<file path="config.mk">
export PLATFORM = sky130hd
export DESIGN_NAME = seq_bit_serializer_flat
export DESIGN_NICKNAME = d
export VERILOG_FILES = /design/src/rtl/seq_bit_serializer_if.sv /design/src/rtl/seq_bit_serializer.sv /design/src/flat_wrapper.sv
export SDC_FILE = /design/constraint.sdc
export NUM_CORES = 1
export LEC_CHECK = 0
export ABC_AREA = 1
export CELL_PAD_IN_SITES_DETAIL_PLACEMENT = 1
export CELL_PAD_IN_SITES_GLOBAL_PLACEMENT = 1
export CORE_ASPECT_RATIO = 2
export CORE_UTILIZATION = 34
export DETAILED_ROUTE_END_ITERATION = 12
export PLACE_DENSITY = 0.85
export SYNTH_ARGS = -nofsm -noshare
export SYNTH_HDL_FRONTEND = slang
export SYNTH_SLANG_ARGS = --single-unit
</file>
<file path="constraint.sdc">
create_clock -name clk -period 1.85 [get_ports clk]
set_input_delay 0.37 -clock clk [delete_from_list [all_inputs] [get_ports clk]]
set_output_delay 0.37 -clock clk [all_outputs]
set_load 0.03 [all_outputs]
</file>
<file path="src/rtl/seq_bit_serializer_if.sv">
// ---------------------------------------------------------------------------
// seq_bit_serializer_if
// Word-input handshake for the bit serializer.
//   in_data   : WIDTH-bit word to serialize        (master -> slave)
//   in_valid  : in_data is valid                   (master -> slave)
//   msb_first : bit order for this word, 1 = MSB   (master -> slave)
//   in_ready  : serializer accepts a word now      (slave  -> master)
// A word transfers on a rising clk edge where in_valid && in_ready.
// ---------------------------------------------------------------------------
interface seq_bit_serializer_if #(
    parameter int WIDTH = 8
);
    logic [WIDTH-1:0] in_data;
    logic             in_valid;
    logic             msb_first;
    logic             in_ready;

    modport master (
        output in_data,
        output in_valid,
        output msb_first,
        input  in_ready
    );

    modport slave (
        input  in_data,
        input  in_valid,
        input  msb_first,
        output in_ready
    );
endinterface

</file>
<file path="src/rtl/seq_bit_serializer.sv">
// ---------------------------------------------------------------------------
// seq_bit_serializer
// Parallel-to-serial front end for the 1011 sequence detector. Words arrive
// over a valid/ready handshake and leave one bit per clock on out_bit, MSB or
// LSB first as latched at accept time. Consecutive words stream with no idle
// gap; out_bit is held at 0 whenever nothing is being shifted.
//
// Ports
//   clk        : clock, rising edge
//   reset      : synchronous, active-high
//   bus        : seq_bit_serializer_if.slave (in_data, in_valid, msb_first,
//                in_ready)
//   out_bit    : serial data bit, 0 when out_valid = 0
//   out_valid  : out_bit carries a data bit this cycle
//   busy       : a word is shifting or waiting in the holding register
//   words_sent : number of completed words, 8-bit wrapping
//
// Build option
//   SER_SKID_EN : when defined, a one-word holding register lets a second
//                 word be accepted while the first is still shifting.
//                 in_ready then equals !hold_valid in every state.
// ---------------------------------------------------------------------------
module seq_bit_serializer #(
    parameter int WIDTH = 8
) (
    input  logic                       clk,
    input  logic                       reset,
    seq_bit_serializer_if.slave        bus,
    output logic                       out_bit,
    output logic                       out_valid,
    output logic                       busy,
    output logic [7:0]                 words_sent
);

    localparam int CW = (WIDTH > 1) ? $clog2(WIDTH) : 1;
    localparam logic [CW-1:0] LAST_CNT = CW'(WIDTH - 1);

    typedef enum logic {
        IDLE  = 1'b0,
        SHIFT = 1'b1
    } state_t;

    state_t           state_reg, state_next;
    logic [WIDTH-1:0] sh_reg, sh_next;
    logic [CW-1:0]    cnt_reg, cnt_next;
    logic             ord_reg, ord_next;
    logic [7:0]       words_sent_reg, words_sent_next;

    logic [WIDTH-1:0] sh_left;
    logic [WIDTH-1:0] sh_right;
    logic             last_bit;
    logic             ready;
    logic             accept;
    logic             hold_occupied;

    // Word loaded into the shift register this edge (from input or buffer).
    logic             load_en;
    logic [WIDTH-1:0] load_data;
    logic             load_ord;

    // Zero-filled shifts toward the MSB (left) and LSB (right) output ends.
    genvar gi;
    generate
        for (gi = 0; gi < WIDTH; gi++) begin : g_shift
            if (gi == 0) begin : g_lo
                assign sh_left[gi] = 1'b0;
            end else begin : g_lo
                assign sh_left[gi] = sh_reg[gi-1];
            end
            if (gi == WIDTH - 1) begin : g_hi
                assign sh_right[gi] = 1'b0;
            end else begin : g_hi
                assign sh_right[gi] = sh_reg[gi+1];
            end
        end
    endgenerate

    assign last_bit = (state_reg == SHIFT) && (cnt_reg == LAST_CNT);

`ifdef SER_SKID_EN
    logic [WIDTH-1:0] hold_data_reg, hold_data_next;
    logic             hold_ord_reg, hold_ord_next;
    logic             hold_valid_reg, hold_valid_next;

    assign ready         = !hold_valid_reg;
    assign hold_occupied = hold_valid_reg;
`else
    // Without a buffer, a new word can only go straight into the shift
    // register, which is free in IDLE or on the edge ending the last bit.
    assign ready         = (state_reg == IDLE) || last_bit;
    assign hold_occupied = 1'b0;
`endif

    assign accept       = bus.in_valid && ready;
    assign bus.in_ready = ready;

    assign out_valid  = (state_reg == SHIFT);
    assign out_bit    = (state_reg == SHIFT) && (ord_reg ? sh_reg[WIDTH-1] : sh_reg[0]);
    assign busy       = (state_reg == SHIFT) || hold_occupied;
    assign words_sent = words_sent_reg;

    always_comb begin
        state_next      = state_reg;
        sh_next         = sh_reg;
        cnt_next        = cnt_reg;
        ord_next        = ord_reg;
        words_sent_next = words_sent_reg;
        load_en         = 1'b0;
        load_data       = bus.in_data;
        load_ord        = bus.msb_first;
`ifdef SER_SKID_EN
        hold_data_next  = hold_data_reg;
        hold_ord_next   = hold_ord_reg;
        hold_valid_next = hold_valid_reg;
`endif

        case (state_reg)
            IDLE: begin
                if (accept) begin
                    load_en = 1'b1;
                end
            end
            SHIFT: begin
                sh_next  = ord_reg ? sh_left : sh_right;
                cnt_next = cnt_reg + 1'b1;
                if (last_bit) begin
                    words_sent_next = words_sent_reg + 8'd1;
`ifdef SER_SKID_EN
                    // Buffered word has priority; accept cannot coincide
                    // because in_ready is low while the buffer is full.
                    if (hold_valid_reg) begin
                        load_en         = 1'b1;
                        load_data       = hold_data_reg;
                        load_ord        = hold_ord_reg;
                        hold_valid_next = 1'b0;
                    end else if (accept) begin
                        load_en = 1'b1;
                    end else begin
                        state_next = IDLE;
                        cnt_next   = '0;
                    end
`else
                    if (accept) begin
                        load_en = 1'b1;
                    end else begin
                        state_next = IDLE;
                        cnt_next   = '0;
                    end
`endif
                end
`ifdef SER_SKID_EN
                else if (accept) begin
                    hold_data_next  = bus.in_data;
                    hold_ord_next   = bus.msb_first;
                    hold_valid_next = 1'b1;
                end
`endif
            end
            default: begin
                state_next = IDLE;
            end
        endcase

        if (load_en) begin
            sh_next    = load_data;
            ord_next   = load_ord;
            cnt_next   = '0;
            state_next = SHIFT;
        end
    end

    always_ff @(posedge clk) begin
        if (reset) begin
            state_reg      <= IDLE;
            sh_reg         <= '0;
            cnt_reg        <= '0;
            ord_reg        <= 1'b0;
            words_sent_reg <= 8'd0;
        end else begin
            state_reg      <= state_next;
            sh_reg         <= sh_next;
            cnt_reg        <= cnt_next;
            ord_reg        <= ord_next;
            words_sent_reg <= words_sent_next;
        end
    end

`ifdef SER_SKID_EN
    always_ff @(posedge clk) begin
        if (reset) begin
            hold_data_reg  <= '0;
            hold_ord_reg   <= 1'b0;
            hold_valid_reg <= 1'b0;
        end else begin
            hold_data_reg  <= hold_data_next;
            hold_ord_reg   <= hold_ord_next;
            hold_valid_reg <= hold_valid_next;
        end
    end
`endif

endmodule
</file>
<file path="src/flat_wrapper.sv">
// flat-port wrapper written by rule: the top's interface ports become plain ports
module seq_bit_serializer_flat 
#(
    parameter int WIDTH = 8
)
  (clk, reset, out_bit, out_valid, busy, words_sent, bus_in_data, bus_in_valid, bus_msb_first, bus_in_ready);
  seq_bit_serializer_if #(.WIDTH(WIDTH)) bus_i ();
  input  logic clk;
  input  logic reset;
  output logic out_bit;
  output logic out_valid;
  output logic busy;
  output logic [7:0] words_sent;
  input wire logic [$bits(bus_i.in_data)-1:0] bus_in_data;
  input wire logic [$bits(bus_i.in_valid)-1:0] bus_in_valid;
  input wire logic [$bits(bus_i.msb_first)-1:0] bus_msb_first;
  output wire logic [$bits(bus_i.in_ready)-1:0] bus_in_ready;
  assign bus_i.in_data = bus_in_data;
  assign bus_i.in_valid = bus_in_valid;
  assign bus_i.msb_first = bus_msb_first;
  assign bus_in_ready = bus_i.in_ready;
  seq_bit_serializer #(.WIDTH(WIDTH)) u_core (.clk(clk), .reset(reset), .bus(bus_i), .out_bit(out_bit), .out_valid(out_valid), .busy(busy), .words_sent(words_sent));
endmodule
</file>
== After elaboration in Yosys (flattened, before gate mapping) ==
Index checks and enable logic that the tools add are counted.
Storage, ports and cells
  register bits: 21
  input bits: 12
  output and inout bits: 12
  logic and storage cells: 28
Operators by class
  add/subtract/negate cells: 2
  equality and inequality tests: 1
  muxes and demuxes: 12
  bitwise gates (word level): 1
  reductions and logical operators: 7
Operators by type and width (count)
  $mux W8: 3
  $add A8 B1 Y8 const B: 1
  $mux W1: 6
  $mux W3: 2
  $add A3 B1 Y3 const B: 1
  $eq A3 B3 Y1 const B: 1
  $logic_and A1 B1 Y1: 3
  $pmux W1 S2: 1
  $reduce_and A2 Y1: 1
  $reduce_bool A2 Y1: 1
  $reduce_or A2 Y1: 1
  $logic_or A1 B1 Y1: 1
  $not A1 Y1: 1

== Longest topological paths before layout ==
Gate-level depths: netlist (run 1).
  depth after elaboration: 8
  gate-level depth with buffers: 10
  mapped depth without buffers: 10

== Least setup slack after synthesis (run 1) ==
OpenSTA, ideal clock, no wires.
  path kind: register to output
  start: reg u_core.state_reg, in the netlist u_core.busy
  end: out out_bit
  arrival: 1234 ps
  required time: 1480 ps
  setup slack: 246 ps
  cell stages (with the launch flop): 4
  path buffers: 1
  path through: dfxtp_1 -> buf_4 -> o21ai_0 -> nor2_1
On the way
  longest elaborated chain between the ends: 1
RTL lines
  from (decl): RTL line seq_bit_serializer.sv:43  | state_t state_reg, state_next;
  from (signal assigned): RTL line seq_bit_serializer.sv:180  | state_reg <= state_next;
  $logic_and A1 B1 Y1: RTL line seq_bit_serializer.sv:98  | assign out_bit = (state_reg == SHIFT) && (ord_reg ? sh_reg[WIDTH-1] : sh_reg[0]);
  to (decl): RTL line flat_wrapper.sv:10  | output logic out_bit;
No other way between the ends.

== Worst setup path after layout (run 1) ==
  start: reg u_core.words_sent_reg[5], in the netlist u_core.words_sent[5]
  end: out words_sent[5]
RTL lines
  from (decl): RTL line seq_bit_serializer.sv:47  | logic [7:0] words_sent_reg, words_sent_next;
  from (signal assigned): RTL line seq_bit_serializer.sv:184  | words_sent_reg <= words_sent_next;
  to (decl): RTL line flat_wrapper.sv:13  | output logic [7:0] words_sent;
No word-level cell between the ends.

==> out/metrics.cfg, run 1 <==
[outcome]
status = complete, no violations

[place]
place_area_sq_um = 1380
gp_congestion = 0.783
dpl.cell_count = 223
dpl.hpwl_um = 2410
port_buffers = 23

[worst_setup_path]
cpPeakStageDelay_ns = 0.69
path_delay_family = buffers and inverters
worstPathMaxFanout = 5
cp_data_required_time_ns = 1.48
cp_num_buf_inv = 1
endpoint_kind = output pin
critical_path_class = flip-flop to output pin
slowest_stage = clkdlybuf4s50_1
worst_setup_path_start_kind = flip-flop
cp_cell_sequence = clkdlybuf4s50_1
cp.arrival_ns = 1.38

[power]
powerDensity_nw_per_um2 = 669
vdd.ir_drop.worst_uv = 366
leakagePower_nw = 0.631

[floorplanning]
design.core.area_sq_um = 3160
fp.dieH_um = 83.1
dieArea_sq_um = 3540
rows = 29
die_w_um = 42.6
io_pins = 24
start_util = 0.354

[synthesis]
postSynthAreaPerCell_sq_um = 6.58
synth_top_area_frac = 0.376
ys_seq_area_frac = 0.376
ys_seq_elements = 21
synth_ff_type = dfxtp_1
syn_inst = 170
syn_area_sq_um = 1120
ys_top_cells_by_count = nand2_1, inv_1, nor2_1
synth_most_common_cell = nand2_1
synth-edff-count = 0
synth_cell_type_count = 22
async_flop_share = 0
yosysTopAreaCell = dfxtp_1
ys_warn_count = 0
synth.net_count = 185
synth_area_leaders = dfxtp_1, nand2_1, inv_1, nor2_1, a21oi_1

[global_route]
antenna_found_initial = 0
grt_first_pass_wirelength_um = 5020
grt_usage = 0.182
grt_overflow = 0
grt_pass1_vias = 1244
grt_max_degree = 15

[timing]
max_freq_mhz = 572
period_share = 0.945
setup_viol = 0
finalHoldViolations = 0
tightestPinTransition_ns = 0.410
slew_viol_final = 0
relSlewSlack = 0.726
setup_tns_ns = 0
grt_setup_unrepaired = false
fin_skew_ns = 0.00302
period_minus_slack_ns = 1.75

[detailed_routing]
wire_per_inst_um = 13.4
first_pass_iters = 4
drt-initial-drc-count = 6
dr_total_vias = 1147
wirelength_um = 3030
vias_per_cell = 5.05
drcViolationCount = 0
antenna_left = 0

[clock_tree]
cts_tree = built
htreeDepth = 1
cts.sinks = 21
clockBufferDepth = 2
cts_inserted_buffers = 3
clk_pin_slew_ns = 0.08
worstSkewPairLatency_ns = 0.27
cts_root_buf = clkbuf_8

[hold_path]
hold_class = flip-flop to flip-flop

[finish]
fin_util = 0.452
fin_area_sq_um = 1430
diodes = 0
area_growth_pct = 27.5
stdcell_count = 227
layout-drive-gt1-share = 0.107
nNetsFinal = 212

[flow_run]
cap_violations = 0

-- path summary, 6_finish.rpt --
kind	slack, ns	endpoint	cells after the start	start
worst max-delay path	0.10	words_sent[5]	1	u_core.words_sent[5]
worst min-delay path	0.48	u_core.cnt_reg[1]	2	u_core.cnt_reg[1]
worst max register to register	0.38	u_core.words_sent[3]	6	u_core.cnt_reg[0]
worst min register to register	0.48	u_core.cnt_reg[1]	2	u_core.cnt_reg[1]
-- cells by family after synthesis --
family                   share of synthesized area
multiplexers                               0.00895
flip-flops                                   0.376
AO/OA/AOI/OAI                                0.128
adder cells (fa/ha/maj)                     0.0336
buffers and inverters                        0.132
AND/OR/NAND/NOR                              0.322
-- area by class of cell --
class | instances | area (sq um)
Clock inverter | 1 | 5.00
Tap cell | 31 | 38.8
Clock buffer | 3 | 41.3
Sequential cell | 21 | 420
Timing Repair Buffer | 26 | 248
Fill cell | 430 | 1730
Inverter | 32 | 120
Multi-Input combinational cell | 113 | 553
-- stage by stage --
| step | hold WS [ns] | power (W) | worst slack [ns] |
|---|---|---|---|
| floorplan | 0.439 | 0.000582 | 0.246 |
| global placement | 0.456 | 0.000638 | 0.260 |
| detailed placement | 0.476 | 0.000644 | 0.189 |
| CTS | 0.488 | 0.000966 | 0.0477 |
| global route | 0.508 | 0.000995 | 0.0287 |
| finish | 0.480 | 0.000954 | 0.102 |
-- routing by layer --
layer / GRT usage / part of all wire / wire, um
met5: 0 / 0 / 0
met1: 0.166 / 0.37 / 1120
met3: 0.0217 / 0.025 / 77
met2: 0.352 / 0.57 / 1730
met4: 0.111 / 0.034 / 102
-- where the power goes --
part | total (W) | switching, W | internal, W
sequential | 0.000481 | 0.0000121 | 0.000469
combinational | 0.000152 | 0.0000882 | 0.0000635
clock | 0.000321 | 0.000170 | 0.000151
-- layout by cell type (no fill, tap or decap), drive strengths merged --
cell,Yosys,final
mux2i,1,1
o21ai,14,14
nand3,8,8
clkbuf,0,3
inv,32,32
buf,4,5
dfxtp,21,21
nand4,3,3
clkinv,0,1
nand2,39,39
o21a,1,1
nor2,28,28
clkdlybuf4s50,0,21
a21oi,13,13
nor3,2,2
ha,3,3
nor3b,1,1
-- repair_timing --
| item | 4_1_cts | 5_1_grt |
|---|---|---|
| setup buffers | 0 | 0 |
| hold buffers | 0 | 0 |
| endpoints found under the setup margin | 0 | 1 |
| resized for setup | 0 | 1 |
No activity file was read; power rests on OpenSTA's default activity.
==> inputs of run 2 (changes only) <==
--- a/config.mk
+++ b/config.mk
@@ -12,6 +12,7 @@
 export CORE_UTILIZATION = 34
 export DETAILED_ROUTE_END_ITERATION = 12
 export PLACE_DENSITY = 0.85
+export SLEW_MARGIN = 20
 export SYNTH_ARGS = -nofsm -noshare
 export SYNTH_HDL_FRONTEND = slang
 export SYNTH_SLANG_ARGS = --single-unit
==> results of run 2 <==
Same layout as run 1: the final DEF is identical, and so are final timing and power.
==> inputs of run 3 (changes only) <==
--- a/config.mk
+++ b/config.mk
@@ -5,14 +5,12 @@
 export SDC_FILE = /design/constraint.sdc
 export NUM_CORES = 1
 export LEC_CHECK = 0
-export ABC_AREA = 1
+export ABC_AREA = 0
 export CELL_PAD_IN_SITES_DETAIL_PLACEMENT = 1
 export CELL_PAD_IN_SITES_GLOBAL_PLACEMENT = 1
-export CORE_ASPECT_RATIO = 2
-export CORE_UTILIZATION = 34
+export CORE_UTILIZATION = 36
 export DETAILED_ROUTE_END_ITERATION = 12
 export PLACE_DENSITY = 0.85
-export SLEW_MARGIN = 20
 export SYNTH_ARGS = -nofsm -noshare
 export SYNTH_HDL_FRONTEND = slang
 export SYNTH_SLANG_ARGS = --single-unit
==> run 3 against run 2 <==
The flow now finishes with violations (DRC). Routed wire length shrank 3.5%. Worst hold slack better by 0.020 ns. Via count shrank 8.1%. Non-clock buffer count up 9. Area after synthesis fell by 1.3%. Register-to-register slack got worse by 0.11 ns. Combinational power increased by 6%. Maximum frequency shrank 1.9%. Sequential power rose by 1%. Critical path depth did not move. Critical path type unchanged. Largest cell class unchanged. Highest routed layer unchanged.
==> out/metrics.cfg, run 3 <==
[outcome]
status = finished with violations
violations = DRC

[timing]
max_freq_mhz = 561  ; -1.9%
period_minus_slack_ns = 1.78  ; +0.0336 ns
relSlewSlack = 0.765  ; +0.0390
period_share = 0.963  ; +0.0181
fin_ws_ns = 0.0683  ; -0.0336 ns
setup_tns_ns = 0  ; unchanged
slew_viol_final = 0  ; unchanged
tightestPinTransition_ns = 0.352  ; -0.0586 ns
finalHoldViolations = 0  ; unchanged
setup_viol = 0  ; unchanged
grt_setup_unrepaired = false
fin_skew_ns = 0.00260  ; -0.000421 ns

[clock_tree]
ctsHoldBuffers = 0  ; unchanged
cts_inserted_buffers = 3  ; unchanged
cts_tree = built
clockBufferDepth = 2  ; unchanged
worstSkewPairLatency_ns = 0.30  ; +0.03 ns
clk_pin_slew_ns = 0.12  ; +0.04 ns
cts_root_buf = clkbuf_4
cts.sinks = 21  ; unchanged
htreeDepth = 1  ; unchanged

[finish]
fin_area_sq_um = 1470  ; +3.0%
nNetsFinal = 173  ; -18%
diodes = 0  ; unchanged
final_common_cell = dfxtp_1
area_growth_pct = 33.1
layout_common_cells = dfxtp_1, buf_4, clkdlybuf4s50_1
fin_util = 0.519  ; +0.0674
layout-drive-gt1-share = 0.197  ; +0.0903

[worst_setup_path]
cp_cell_sequence = clkdlybuf4s50_1
cp_data_required_time_ns = 1.48  ; about the same
slowest_stage = clkdlybuf4s50_1
path_delay_family = buffers and inverters
endpoint_kind = output pin
worst_setup_path_start_kind = flip-flop
cpPeakStageDelay_ns = 0.69  ; about the same
cp.arrival_ns = 1.41  ; +0.03 ns
worstPathMaxFanout = 5  ; unchanged
cp_num_buf_inv = 1  ; unchanged
critical_path_class = flip-flop to output pin

[detailed_routing]
dr_total_vias = 1054  ; -8.1%
antenna_left = 0  ; unchanged
vias_per_cell = 5.61  ; +11%
drt-initial-drc-count = 17  ; +11
wirelength_um = 2920  ; -3.5%
first_pass_iters = 10  ; +6
wire_per_inst_um = 15.6  ; +16%
drcViolationCount = 2  ; +2

[synthesis]
ys_warn_count = 0  ; unchanged
synth_top_area_frac = 0.381  ; +0.00511
synth_area_leaders = dfxtp_1, mux2i_1, a21oi_1, nand3_1, nor2_1
synth_cell_type_count = 28  ; +27%
synth-edff-count = 0  ; unchanged
syn_area_sq_um = 1100  ; -1.3%
async_flop_share = 0  ; unchanged
synth_ff_type = dfxtp_1
ys_seq_elements = 21  ; unchanged
ys_seq_area_frac = 0.381  ; +0.00511
synth_most_common_cell = dfxtp_1
synth.net_count = 143  ; -23%
ys_top_cells_by_count = dfxtp_1, a21oi_1, mux2i_1, nor2_1, nand3_1
syn_inst = 128  ; -25%
yosysTopAreaCell = dfxtp_1
postSynthAreaPerCell_sq_um = 8.62  ; +31%

[global_route]
grt_first_pass_wirelength_um = 5000  ; -0.42%
grt_max_degree = 13  ; -2
antenna_found_initial = 0  ; unchanged
grt_overflow = 0  ; unchanged
grt_pass1_vias = 1122  ; -9.8%
grt_usage = 0.197  ; +0.0144

[floorplanning]
fp.dieH_um = 57.4  ; -31%
rows = 19  ; -34%
start_util = 0.390  ; +0.0358
design.core.area_sq_um = 2830  ; -10%
dieArea_sq_um = 3290  ; -7.0%
die_w_um = 57.4  ; +35%
io_pins = 24  ; unchanged

[power]
powerDensity_nw_per_um2 = 594  ; -11%
leakagePower_nw = 0.606  ; -3.9%
vdd.ir_drop.worst_uv = 287  ; -21%
total_power_w = 0.000873  ; -8.5%

[place]
dpl.hpwl_um = 2270  ; -5.8%
place_area_sq_um = 1400  ; +1.7%
gp_congestion = 0.776  ; -0.95%
dp_slack_ns = 0.168  ; -0.0215 ns
port_buffers = 23  ; unchanged

[flow_run]
cap_violations = 0  ; unchanged

[hold_path]
hold_class = flip-flop to flip-flop

-- run 3: cell count changes after synthesis, sizes merged, moves of 4 or more --
cell	delta
nand2	-34
inv	-28
nor2	-15
mux2i	+12
o21ai	-11
nor2b	+5
clkbuf	+4
-- run 3: final timing paths --
check                       start                   end  slack (ns)  depth (start not counted)
min          u_core.words_sent[7]  u_core.words_sent[7]        0.50                          2
max          u_core.words_sent[5]         words_sent[5]        0.07                          1
min reg2reg  u_core.words_sent[7]  u_core.words_sent[7]        0.50                          2
max reg2reg     u_core.cnt_reg[0]  u_core.words_sent[5]        0.27                          5
-- run 3: cells by family after synthesis --
kind of cell / share of synthesized area
muxes: 0.128
AOI/OAI and AO/OA: 0.173
buffers and inverters: 0.0555
xor gates and xnor gates: 0.0159
adders and majority gates: 0.0340
DFF: 0.381
and+or+nand+nor: 0.212
-- run 3: layer usage --
layer,part of all wire,track usage
met5,0,0
met4,0.0051,0.0627
met3,0.025,0.0272
met2,0.53,0.362
met1,0.44,0.233
-- run 3: power by group --
part	switching, W	internal, W
Clock	0.000141	0.0000840
Sequential	0.0000170	0.000469
Combinational	0.0000768	0.0000841
-- run 3: per-stage QoR --
| stage | hold WS [ns] | std cells |
|---|---|---|
| floorplan | 0.518 | 128 |
| global placement | 0.471 | 183 |
| detailed placement | 0.490 | 183 |
| CTS | 0.507 | 187 |
| global route | 0.541 | 188 |
| finish | 0.500 | 188 |
-- run 3: final cells by class --
| cell class | instances | area (sq um) |
|---|---|---|
| Clock buffer | 4 | 26.3 |
| Fill cell | 331 | 1360 |
| Inverter | 4 | 15.0 |
| Multi-Input combinational cell | 93 | 647 |
| Sequential cell | 21 | 422 |
| Tap cell | 31 | 38.8 |
| Timing Repair Buffer | 35 | 320 |
-- run 3: worst register-to-register path, stage by stage, from the launching register on --
cell,delay (ns)
dfxtp_2,0.36
ha_2,0.19
ha_4,0.18
nand3_2,0.12
or4_1,0.51
a21oi_1,0.16
-- run 3: what timing repair did --
item / CTS / global route
setup buffers: 0 / 1
gates resized for setup: 4 / 7
endpoints found under the setup margin: 1 / 5
==> variant 1: new RTL, settings of run 3 <==
`WIDTH` is set to 8 in 3 places; all go to 4.
--- a/src/rtl/seq_bit_serializer_if.sv
+++ b/src/rtl/seq_bit_serializer_if.sv
@@ -8,7 +8,7 @@
 // A word transfers on a rising clk edge where in_valid && in_ready.
 // ---------------------------------------------------------------------------
 interface seq_bit_serializer_if #(
-    parameter int WIDTH = 8
+    parameter int WIDTH = 4
 );
     logic [WIDTH-1:0] in_data;
     logic             in_valid;
--- a/src/rtl/seq_bit_serializer.sv
+++ b/src/rtl/seq_bit_serializer.sv
@@ -21,7 +21,7 @@
 //                 in_ready then equals !hold_valid in every state.
 // ---------------------------------------------------------------------------
 module seq_bit_serializer #(
-    parameter int WIDTH = 8
+    parameter int WIDTH = 4
 ) (
     input  logic                       clk,
     input  logic                       reset,
--- a/src/flat_wrapper.sv
+++ b/src/flat_wrapper.sv
@@ -1,7 +1,7 @@
 // flat-port wrapper written by rule: the top's interface ports become plain ports
 module seq_bit_serializer_flat 
 #(
-    parameter int WIDTH = 8
+    parameter int WIDTH = 4
 )
   (clk, reset, out_bit, out_valid, busy, words_sent, bus_in_data, bus_in_valid, bus_msb_first, bus_in_ready);
   seq_bit_serializer_if #(.WIDTH(WIDTH)) bus_i ();
Interface: changed (resized bus_in_data); port bits go from 24 to 20. No check against the original RTL was run, so the function may have changed too.
==> variant 1 against run 3 <==
  * Routed wire length shrank 37%
  * Cell area shrank 29%
  * Setup slack gained 3.7 ps
  * Global-route usage shrank 2.3 points
  * Power shrank 25%
  * Worst hold slack lost 20 ps
  * Sequential cell count shrank 5
  * Synthesized area shrank 27%
  * Critical path depth is the same
  * Largest power group unchanged
  * Highest routed layer unchanged
==> variant 1: results (changes against run 3) <==
STATUS
-------------------------------------------------------------------------------------------------
Status                                                                               finished clean

CRITICAL PATH
-------------------------------------------------------------------------------------------------
Startpoint of the worst register-to-register path                                    u_core.cnt_reg[0]
Capturing point of the worst reg2reg path                                            u_core.words_sent[6]
Worst setup path startpoint                                                          u_core.words_sent[3]
Reg2reg path depth                                                                              4   -1
Delay of the slowest cell on the worst path                                                700 ps
R2R setup slack                                                                            440 ps   +170 ps

FINAL LAYOUT
-------------------------------------------------------------------------------------------------
Filler-free cell count of the finished design                                                 139   -26%
Multi-input gate area                                                                     442 µm²   -32%
Share of layout cells above drive strength 1                                                14.3%   -5.5 points
Filler cell count                                                                             248   -25%
Layout net count                                                                              124   -28%

LOGIC SYNTHESIS
-------------------------------------------------------------------------------------------------
Syn Inst Count                                                                                 92   -28%
Biggest area contributors in the synthesized netlist                                 sky130_fd_sc_hd__dfxtp_1 (40%), sky130_fd_sc_hd__nor2_1 (6.5%), sky130_fd_sc_hd__a21oi_1 (5.0%)
Number of nets in the synthesized netlist                                                     102   -29%
Number of distinct library cell variants in the gate-level netlist after synthesis             30   +7.1%
Top cells by instance count after synthesis                                          sky130_fd_sc_hd__dfxtp_1 (16), sky130_fd_sc_hd__nor2_1 (14), sky130_fd_sc_hd__a21oi_1 (8), sky130_fd_sc_hd__nand2_1 (8)
Post-synth top area share                                                                   39.8%   +1.7 points
Sequential element share of the synthesized area                                            39.8%   +1.7 points

POWER AND IR DROP
-------------------------------------------------------------------------------------------------
Largest voltage drop on the vdd net                                                      0.396 mV   +38%
Leakage power total                                                                      0.364 nW   -40%

WORST HOLD PATH
-------------------------------------------------------------------------------------------------
Origin of the worst min-delay path                                                   u_core.sh_reg[1]
Worst hold path type                                                                 flop to flop

PLACED DESIGN
-------------------------------------------------------------------------------------------------
Count of port buffers added during placement                                                   19   -17%
Final RePlAce weighted congestion                                                           0.772   -0.49%
Placed Instance Area                                                                  0.00102 mm²   -27%
DPL Wire Length                                                                           1390 µm   -39%

TIMING
-------------------------------------------------------------------------------------------------
Slew HR                                                                                     74.0%   -2.5 points
Worst clock skew                                                                          5.56 ps   +2.96 ps

ROUTING
-------------------------------------------------------------------------------------------------
Pre-antenna DRT Iters                                                                           3   -7
Routed wire length per instance                                                           13.3 µm   -14%
Via-per-instance ratio                                                                       5.12   -8.6%
Drt initial violations                                                                          7   -10

GLOBAL ROUTE
-------------------------------------------------------------------------------------------------
Antenna violations before repair                                                                0   unchanged
Vias in the first global route                                                                744   -34%
First-pass GRT wire length                                                                3280 µm   -34%
GR Util All Layers                                                                          17.4%   -2.3 points

CTS
-------------------------------------------------------------------------------------------------
Worst-path clk slew                                                                         90 ps   -30 ps

[variant 1: cell types whose count changed in the layout (fill, tap and decap cells not counted), moves of 4 or more]
cell,delta
sky130_fd_sc_hd__buf_4,-10
sky130_fd_sc_hd__mux2i_1,-9
sky130_fd_sc_hd__a21oi_1,-6
sky130_fd_sc_hd__nand3_1,-6
sky130_fd_sc_hd__dfxtp_1,-4
sky130_fd_sc_hd__dlymetal6s2s_1,-4
[variant 1: power by group]
group          switching, mW  internal, mW
registers             0.0103         0.356
clock network          0.106        0.0757
logic                 0.0540        0.0517
[variant 1: metrics by stage]
step / setup TNS, ps / hold slack, ps / setup slack, ps
finish: 0 / 480 / 72.0
global placement: 0 / 461 / 89.4
floorplan: 0 / 439 / 170
CTS: 0 / 482 / 60.2
detailed placement: -22.8 / 468 / -22.8
global route: 0 / 503 / 10.8
[variant 1: what timing repair did]
item | CTS | global route
setup buffers | 0 | 0
endpoints found under the setup margin | 1 | 0
resized for setup | 1 | 0
[variant 1: logic make-up after synthesis]
logic type | count (synthesis) | share of synthesized area (%)
multiplexers | 6 | 7.76
buffers and inverters | 9 | 5.74
adder cells (fa/ha/maj) | 2 | 3.11
AO/OA/AOI/OAI | 16 | 14.3
XOR/XNOR | 5 | 5.44
AND/OR/NAND/NOR | 38 | 23.9
flip-flops | 16 | 39.8
[variant 1: cell type report]
type / count / share of cell area (%)
Clock buffer: 3 / 2.16
Inverter: 3 / 1.08
Multi-Input combinational cell: 67 / 42.3
Sequential cell: 16 / 30.7
Tap cell: 27 / 3.23
Timing Repair Buffer: 23 / 20.6
[variant 1: metal layers]
layer  share of wire, %  routed length (µm)  track usage (%)
met1                 47                 877             21.2
met2                 48                 898             30.6
met3                3.7                  69             4.67
met4               0.43                   8             2.94
met5                  0                   0                0
==> variant 2: new RTL, settings of run 3 <==
Made on the original files. `words_sent_reg` no longer has a reset.
--- a/src/rtl/seq_bit_serializer.sv
+++ b/src/rtl/seq_bit_serializer.sv
@@ -175,14 +175,16 @@
             sh_reg         <= '0;
             cnt_reg        <= '0;
             ord_reg        <= 1'b0;
-            words_sent_reg <= 8'd0;
         end else begin
             state_reg      <= state_next;
             sh_reg         <= sh_next;
             cnt_reg        <= cnt_next;
             ord_reg        <= ord_next;
-            words_sent_reg <= words_sent_next;
-        end
+        end
+    end
+
+    always_ff @(posedge clk) begin
+        words_sent_reg <= words_sent_next;
     end
 
 `ifdef SER_SKID_EN
Check against the original RTL: differs if reset is asserted again (counterexample within 10 cycles, from zero or initial values and one cycle with reset high); with reset held inactive, the same outputs for 10 cycles.
==> variant 2 against run 3 <==
  * Non-clock buffer count shrank 4
  * Routed wire length shrank 13%
  * Sequential cell count is the same
  * Utilization shrank 3.6 points
  * Setup slack lost 6.6 ps
  * Power grew 3.3%
  * Cell area grew 1.3%
  * Synthesized area grew 6.0%
  * Cell count shrank 2.7%
  * Clock skew shrank 0.75 ps
  * Critical endpoint is now bus_in_ready
  * Largest cell class unchanged
==> variant 2: results (changes against run 3) <==
STATUS
-------------------------------------------------------------------------------------------------
Status                                                                               finished clean

LOGIC SYNTHESIS
-------------------------------------------------------------------------------------------------
Number of distinct library cell variants in the gate-level netlist after synthesis             31   +11%
Top cells by instance count after synthesis                                          sky130_fd_sc_hd__nor2_1 (18), sky130_fd_sc_hd__dfxtp_1 (13), sky130_fd_sc_hd__edfxtp_1 (8), sky130_fd_sc_hd__mux2i_1 (8)
Number of nets in the synthesized netlist                                                     126   -12%
Biggest area contributors in the synthesized netlist                                 sky130_fd_sc_hd__dfxtp_1 (22%), sky130_fd_sc_hd__edfxtp_1 (21%), sky130_fd_sc_hd__mux2i_1 (6.8%)
Synthesized cell area                                                                 0.00117 mm²   +6.0%
Number of enable-type register cells in the synthesized netlist                                 8   +8
Sequential element share of the synthesized area                                            42.8%   +4.7 points

PLACED DESIGN
-------------------------------------------------------------------------------------------------
DP Worst Slack                                                                           -64.9 ps   -233 ps
Placed insts                                                                                  178   -2.7%
Placed Instance Area                                                                  0.00145 mm²   +3.3%
Final RePlAce weighted congestion                                                           0.736   -5.1%

CRITICAL PATH
-------------------------------------------------------------------------------------------------
Delay of the slowest cell on the worst path                                                340 ps   -350 ps
Dominant delay contributor by cell family on the critical path                        adder cells
R2R setup slack                                                                            240 ps   -30 ps
Crit Path Max Fanout                                                                            2   -3
Cell with the largest stage delay on the worst path                                  sky130_fd_sc_hd__dfxtp_2

ROUTING
-------------------------------------------------------------------------------------------------
Via-per-instance ratio                                                                       4.95   -12%
Pre-antenna DRT Iters                                                                           5   -5
Routed wire length per instance                                                           13.9 µm   -11%
Drt initial violations                                                                         15   -2
Detailed Route WL                                                                         2540 µm   -13%

FINAL LAYOUT
-------------------------------------------------------------------------------------------------
Fraction of area in multi-input gates                                                       40.7%   -3.3 points
Non-clock buffers, area share                                                               19.4%   -2.4 points
Share of layout cells above drive strength 1                                                23.7%   +4.0 points
Filler cell count                                                                             352   +6.3%
Layout net count                                                                              155   -10%
Nonclk inv count                                                                                2   -2
Multi-input gates                                                                              81   -13%
Sequential share of cell area                                                               33.8%   +5.1 points
Number of non-clock buffers in the layout                                                      31   -11%
Num sequential                                                                                 21   unchanged

TIMING
-------------------------------------------------------------------------------------------------
Max Clk Rate                                                                              559 MHz   -0.37%
Worst clock skew                                                                          1.85 ps   -0.751 ps
Slew HR                                                                                     73.8%   -2.8 points

POWER AND IR DROP
-------------------------------------------------------------------------------------------------
Leakage power total                                                                      0.550 nW   -9.2%
Sw power                                                                                   238 µW   +1.2%
Largest voltage drop on the vdd net                                                      0.275 mV   -4.2%

GLOBAL ROUTE
-------------------------------------------------------------------------------------------------
First-pass GRT wire length                                                                4350 µm   -13%
Vias in the first global route                                                                950   -15%

WORST HOLD PATH
-------------------------------------------------------------------------------------------------
Origin of the worst min-delay path                                                   u_core.sh_reg[2]

## variant 2: layer usage
layer / track usage, % / vias to the layer above / share of wire [%] / routed length, µm
met5: 0 / - / 0 / 0
met1: 20.1 / 433 / 44 / 1110
met2: 28.7 / 20 / 50 / 1280
met3: 3.49 / 4 / 4.0 / 101
li1: - / 449 / - / -
met4: 9.86 / 0 / 1.9 / 49
## variant 2: metrics by stage
stage	hold slack (ps)	setup TNS, ps
2_1_floorplan	432	0
3_3_place_gp	474	-13.6
3_5_place_dp	479	-64.9
4_1_cts	497	0
5_1_grt	514	-23.0
6_report	494	0
## variant 2: repair_timing
item                                    in CTS  in global routing
gates cloned                                 0                  0
hold endpoints to repair                     0                  0
gates resized for setup                     10                  5
buffers inserted                             0                  1
endpoints found under the setup margin       5                  5
## variant 2: power by group through the flow
| stage | Sequential, mW | Clock, mW | Combinational, mW |
|---|---|---|---|
| floorplan | 0.515 | 0 | 0.112 |
| global placement | 0.521 | 0 | 0.156 |
| detailed placement | 0.523 | 0 | 0.164 |
| CTS | 0.512 | 0.233 | 0.160 |
| global route | 0.515 | 0.256 | 0.173 |
| finish | 0.512 | 0.228 | 0.161 |
## variant 2: cell families (layout without fill, tap and decap cells)
kind of cell | count (synthesis) | after routing | share of synthesized area (%)
buf+inv | 9 | 37 | 5.67
xor+xnor | 6 | 6 | 4.49
compound gates | 15 | 15 | 12.3
fa+ha+maj | 3 | 3 | 3.21
mux | 12 | 12 | 12.0
flops | 21 | 21 | 42.8
simple gates | 45 | 45 | 19.6
## variant 2: path summary, 6_finish.rpt
check	to	cells after the start
setup reg to reg	u_core.sh_reg[0]	6
setup / recovery	bus_in_ready	5
hold reg to reg	u_core.sh_reg[2]	2
hold / removal	u_core.sh_reg[2]	2
